[config.mk]
export PLATFORM = sky130hd
export DESIGN_NAME = gba_pixel_capture
export DESIGN_NICKNAME = d
export VERILOG_FILES = /design/src/rtl/gba_video_pkg.sv /design/src/rtl/gba_color_xform.sv /design/src/rtl/gba_pixel_capture.sv
export SDC_FILE = /design/constraint.sdc
export NUM_CORES = 1
export LEC_CHECK = 0
export ABC_CLOCK_PERIOD_IN_PS = 8700
export BUFFER_PORTS_ARGS = -buffer_cell sky130_fd_sc_hd__clkbuf_2
export CAP_MARGIN = 20
export CORE_MARGIN = 1
export CORE_UTILIZATION = 55
export CTS_BUF_LIST = sky130_fd_sc_hd__clkbuf_16
export CTS_CLUSTER_SIZE = 28
export DETAILED_ROUTE_END_ITERATION = 8
export PLACE_DENSITY = 0.75
export SLEW_MARGIN = 20
export SYNTH_ARGS = -nofsm -noshare
export SYNTH_HDL_FRONTEND = slang
export SYNTH_HIERARCHICAL = 1
export SYNTH_SLANG_ARGS = --single-unit
export TNS_END_PERCENT = 30
[constraint.sdc]
create_clock -name clk -period 8.7 [get_ports clk]
set_input_delay 1.305 -clock clk [delete_from_list [all_inputs] [get_ports clk]]
set_output_delay 1.305 -clock clk [all_outputs]
set_load 0.02 [all_outputs]
[src/rtl/gba_video_pkg.sv]
// Shared types and raster constants for the GBA video capture path.
package gba_video_pkg;

    localparam int H_ACTIVE = 240;
    localparam int V_ACTIVE = 160;
    localparam int PIPE_LAT = 2;

    typedef struct packed {
        logic [4:0] b;
        logic [4:0] g;
        logic [4:0] r;
    } bgr555_t;

    typedef struct packed {
        logic [5:0] r;
        logic [5:0] g;
        logic [5:0] b;
    } rgb6_t;

    typedef enum logic [1:0] {IDLE, LINE, WAIT_LINE} cap_state_t;

endpackage

[src/rtl/gba_color_xform.sv]
// BGR555 -> RGB6 conversion: plain bit expansion or LCD colour-correction matrix.
module gba_color_xform
    import gba_video_pkg::*;
(
    input  bgr555_t pix_i,
    input  logic    mode_i,
    output rgb6_t   rgb_o
);

    logic [9:0] r10, g10, b10;
    logic [9:0] sum_r, sum_g, sum_b;

    assign r10 = {5'd0, pix_i.r};
    assign g10 = {5'd0, pix_i.g};
    assign b10 = {5'd0, pix_i.b};

    // Row weights sum to 32, so the largest result is 992>>4 = 62: no saturation.
    assign sum_r = 10'd26 * r10 + 10'd4  * g10 + 10'd2  * b10;
    assign sum_g = 10'd2  * r10 + 10'd28 * g10 + 10'd2  * b10;
    assign sum_b = 10'd2  * r10 + 10'd4  * g10 + 10'd26 * b10;

    always_comb begin
        rgb_o = '0;
        if (mode_i) begin
            rgb_o.r = sum_r[9:4];
            rgb_o.g = sum_g[9:4];
            rgb_o.b = sum_b[9:4];
        end else begin
            rgb_o.r = {pix_i.r, pix_i.r[4]};
            rgb_o.g = {pix_i.g, pix_i.g[4]};
            rgb_o.b = {pix_i.b, pix_i.b[4]};
        end
    end

endmodule

[src/rtl/gba_pixel_capture.sv]
// Tracks the PPU raster position and emits a 2-cycle-latency (x, y, RGB6, we) frame-buffer write stream.
module gba_pixel_capture
    import gba_video_pkg::*;
(
    input  logic        clk,
    input  logic        reset,
    input  logic        ppu_frame_start,
    input  logic        ppu_line_start,
    input  logic [14:0] ppu_pixel,
    input  logic        ppu_pixel_valid,
    input  logic        color_correct,
    output logic [17:0] pixel_data,
    output logic [7:0]  pixel_x,
    output logic [7:0]  pixel_y,
    output logic        pixel_we,
    output logic        frame_done,
    output logic        sync_err
);

    localparam logic [7:0] X_LAST = 8'(H_ACTIVE - 1);
    localparam logic [7:0] Y_LAST = 8'(V_ACTIVE - 1);

    cap_state_t state_q, state_d, st;
    logic [7:0] x_q, x_d, y_q, y_d, xe, ye;
    logic       serr_q, serr_d;
    logic       acc, acc_last;

    bgr555_t    s0_pix_q;
    logic [7:0] s0_x_q, s0_y_q;
    logic       s0_mode_q, s0_fd_q;
    logic [1:0] vld_pipe_q;

    rgb6_t      rgb, data_q;
    logic [7:0] px_q, py_q;
    logic       fd_q;

    // Strobes resolve first; a pixel in the same cycle lands at the post-strobe position.
    always_comb begin
        st       = state_q;
        xe       = x_q;
        ye       = y_q;
        serr_d   = serr_q;
        acc      = 1'b0;
        acc_last = 1'b0;
        if (ppu_frame_start) begin
            serr_d = (state_q != IDLE);
            st     = LINE;
            xe     = 8'd0;
            ye     = 8'd0;
        end else if (ppu_line_start) begin
            case (state_q)
                WAIT_LINE: begin
                    st = LINE;
                    xe = 8'd0;
                    ye = y_q + 8'd1;
                end
                LINE: begin
                    serr_d = 1'b1;
                    if (y_q == Y_LAST) begin
                        st = IDLE;
                    end else begin
                        xe = 8'd0;
                        ye = y_q + 8'd1;
                    end
                end
                default: ;
            endcase
        end
        state_d = st;
        x_d     = xe;
        y_d     = ye;
        if (st == LINE && ppu_pixel_valid) begin
            acc = 1'b1;
            if (xe == X_LAST) begin
                x_d      = 8'd0;
                state_d  = (ye == Y_LAST) ? IDLE : WAIT_LINE;
                acc_last = (ye == Y_LAST);
            end else begin
                x_d = xe + 8'd1;
            end
        end
    end

    always_ff @(posedge clk or posedge reset) begin
        if (reset) begin
            state_q <= IDLE;
            x_q     <= '0;
            y_q     <= '0;
            serr_q  <= 1'b0;
        end else begin
            state_q <= state_d;
            x_q     <= x_d;
            y_q     <= y_d;
            serr_q  <= serr_d;
        end
    end

    gba_color_xform u_xform (
        .pix_i  (s0_pix_q),
        .mode_i (s0_mode_q),
        .rgb_o  (rgb)
    );

    always_ff @(posedge clk or posedge reset) begin
        if (reset) begin
            s0_pix_q   <= '0;
            s0_x_q     <= '0;
            s0_y_q     <= '0;
            s0_mode_q  <= 1'b0;
            s0_fd_q    <= 1'b0;
            vld_pipe_q <= '0;
            data_q     <= '0;
            px_q       <= '0;
            py_q       <= '0;
            fd_q       <= 1'b0;
        end else begin
            vld_pipe_q <= {vld_pipe_q[0], acc};
            s0_fd_q    <= acc_last;
            fd_q       <= s0_fd_q;
            if (acc) begin
                s0_pix_q  <= ppu_pixel;
                s0_x_q    <= xe;
                s0_y_q    <= ye;
                s0_mode_q <= color_correct;
            end
            if (vld_pipe_q[0]) begin
                data_q <= rgb;
                px_q   <= s0_x_q;
                py_q   <= s0_y_q;
            end
        end
    end

    assign pixel_data = data_q;
    assign pixel_x    = px_q;
    assign pixel_y    = py_q;
    assign pixel_we   = vld_pipe_q[1];
    assign frame_done = fd_q;
    assign sync_err   = serr_q;

endmodule

==> metrics.md <==
| Metric | Value |
|---|---|
| Outcome | `finished clean` |
| Slew HR | `0.441` |
| Met1 usage | `0.332` |
| Port-buffer cells | `57` |
| Unrepaired setup endpoints after global routing | `no` |
| CTS Sinks | `89` |
| Syn avg cell area | `just over 10 um^2` |
| GRT Max-Usage Layer | `met2` |
| Dpl hpwl | `9320 um` |
| GRT Residual Overflow | `0` |
| Tot Pwr | `1.57 mW` |
| Syn Inst Count | `between 500 and 600` |
| Row cnt | `37` |
| Tightest Pin Transition | `approximately 0.84 ns` |
| First-pass DRT Iterations | `4` |
| Number of synthesized flops with an enable pin | `0` |
| Insertion delay to the later sink of the worst-skew pair | `between 0.3 and 0.4 ns` |
| GR Layer Usage met3 | `0.0331` |
| Async set-reset flop share out of synthesis | `1.00` |
| Minimum clock period after layout | `between 4 and 5 ns` |
| Syn nets | `694` |
| First-pass GRT wire length | `around 22,000 um` |
| Post-CTS Setup Bufs | `0` |
| Slack of the critical path | `~4.7 ns` |
| Share of cells above drive strength 1 | `0.199` |
| Area growth syn-to-layout | `10.1%` |
| Worst setup path category | `reg -> reg` |
| Routability Congestion | `0.899` |
| Fmax | `249 MHz` |
| Placed Cells | `around 770` |
| Fin cells | `783` |
| Skew final | `0.00664 ns` |
| Synth top area share | `0.371` |
| Critical path arrival | `4.23 ns` |
| Inserted Clock Buffers | `9` |
| Post-synthesis cell type count | `70` |
| CP startpoint kind | `flip-flop` |
| Final period util | `0.461` |
| Largest net degree at the start of global routing | `63` |
| Worst-path clk slew | `around 0.060 ns` |
| Number of global-route vias before repair | `4,594` |
| Max FO, Critical Path | `8` |
| Leak | `3.31 nW` |
| Final Hold Vio Count | `0` |
| Most used DFF post-synth | `dfrtp_1` |
| P per Cell Area | `237 nW/um^2` |
| PostCTS Resize Cnt | `0` |
| Synth top area cells | `dfrtp_1 (37%), ha_1 (12%), mux2_2 (7.7%)` |
| Vias per cell | `roughly 5.8` |
| Final net count | `740` |
| TritonCTS clock tree | `yes` |
| Cell Area, Synth | `6010 um^2` |
| Area leader, netlist | `dfrtp_1` |
| Endpoints failing setup | `0` |
| Hold_buf cts | `0` |
| Clk Tree Root Cell | `clkbuf_16` |
| Final Max Tran Viols | `0` |
| Total negative slack | `0 ns` |
| Yosys reg bits | `89` |
| Worst setup EP type | `flip-flop` |
| Clock H-tree levels | `3` |
| Number of antenna diodes | `0` |
| Syn. warnings | `6` |
| Detailed-route DRC error count | `0` |
| Seq/Total Area, Yosys | `0.371` |
| Core area | `around 10,000 um^2` |
| Vias | `between 4,000 and 5,000` |
| GR Layer Usage met2 | `0.405` |
| Initial Utilization | `0.574` |
| DRT iter0 DRCs | `280` |
| Worst slack, placed | `4.72 ns` |
| Die W | `~110 um` |
| VDD IR max | `0.114 mV` |
| Max-cap violations | `0` |
| Clk buf depth | `2` |
| DIE AREA | `~11,000 um^2` |
| Ports | `58` |
| Die Y | `106 um` |
| WL/cell | `16.4 um` |
| Final WL | `about 13,000 um` |
| Worst Hold Class | `reg -> reg` |
| WP data required | `8.92 ns` |
| Initial antenna violation count | `0` |
| Routed Antenna Nets | `0` |
| Total track usage | `0.246` |
-- placed cells by master (no fill, tap or decap), types with 11 or more instances in the layout --
cell      count
a21oi_1      23
nor2_1       29
fa_1         19
ha_1         57
mux2_2       41
clkbuf_2     57
o21ai_0      11
xnor2_1      13
inv_1        42
nand2_1      92
dfrtp_1      89
-- worst paths after layout --
path,startpoint,end,slack (ns),depth (start not counted)
max,s0_pix_q[10],pixel_data[3],4.69,12
min,s0_fd_q,frame_done,0.35,0
max reg2reg,s0_pix_q[10],pixel_data[3],4.69,12
min reg2reg,s0_fd_q,frame_done,0.35,0
max in group asynchronous,reset,pixel_y[6],6.61,3
min in group asynchronous,reset,s0_x_q[7],0.96,2
-- where the power goes --
part           internal (mW)  switching, mW
Combinational          0.326          0.384
Sequential             0.466         0.0501
Clock                  0.187          0.154
-- synth_stat cells, drive strengths merged (3+ instances only) --
cell,number
a211oi,6
a21o,7
a21oi,24
a31o,3
a31oi,8
a32oi,3
and2,3
and3,5
and4b,3
buf,14
clkbuf,11
dfrtp,89
fa,19
ha,57
inv,42
mux2,44
mux2i,7
nand2,92
nand2b,4
nand3,10
nand4,8
nor2,29
nor2b,5
nor3,3
nor3b,3
o2111ai,4
o211ai,5
o21a,3
o21ai,21
o21bai,3
or2,3
or3,4
or4,3
xnor2,13
xor2,10
-- sequential cells by signal, indices dropped and copies added (netlist names) --
name	count
s0_fd_q	1
state_q	2
pixel_data	18
s0_mode_q	1
pixel_x	8
sync_err	1
s0_x_q	8
s0_y_q	8
vld_pipe_q	2
pixel_y	8
frame_done	1
s0_pix_q	15
x_q	8
y_q	8
-- logic make-up after synthesis --
family	share of synthesized area
mux	0.0942
compound gates	0.128
simple gates	0.143
flops	0.371
buf+inv	0.0483
fa+ha+maj	0.182
xor+xnor	0.0335
-- critical path: stages (launching register included) --
cell,delay [ns]
dfrtp_1,0.49
ha_1,0.34
ha_1,0.29
ha_1,0.25
fa_1,0.52
fa_1,0.43
ha_1,0.39
a21o_1,0.21
a31o_2,0.24
a21oi_1,0.18
xor2_1,0.18
mux2i_1,0.09
mux2_2,0.29
-- metal layers --
layer	share of wire	up-vias
met3	0.052	17
met4	0.015	0
li1	-	2182
met2	0.49	127
met5	0	-
met1	0.45	2218
-- layout make-up --
cell class | count | area (um^2)
fill | 892 | 3850
multi-input combinational | 440 | 3490
sequential | 89 | 2230
timing repair buffer | 60 | 308
clock buffer | 9 | 225
tap | 136 | 170
inverter | 43 | 164
clock inverter | 6 | 27.5
-- through the flow --
step                cell area (um^2)   util  hold WS [ns]
finish                          6610  0.632         0.354
global route                    6610  0.632         0.368
CTS                             6610  0.632         0.355
detailed placement              6360  0.608         0.340
global placement                6360  0.608         0.362
floorplan                       6010      -         0.331
Power figures use the tool's default switching activity.
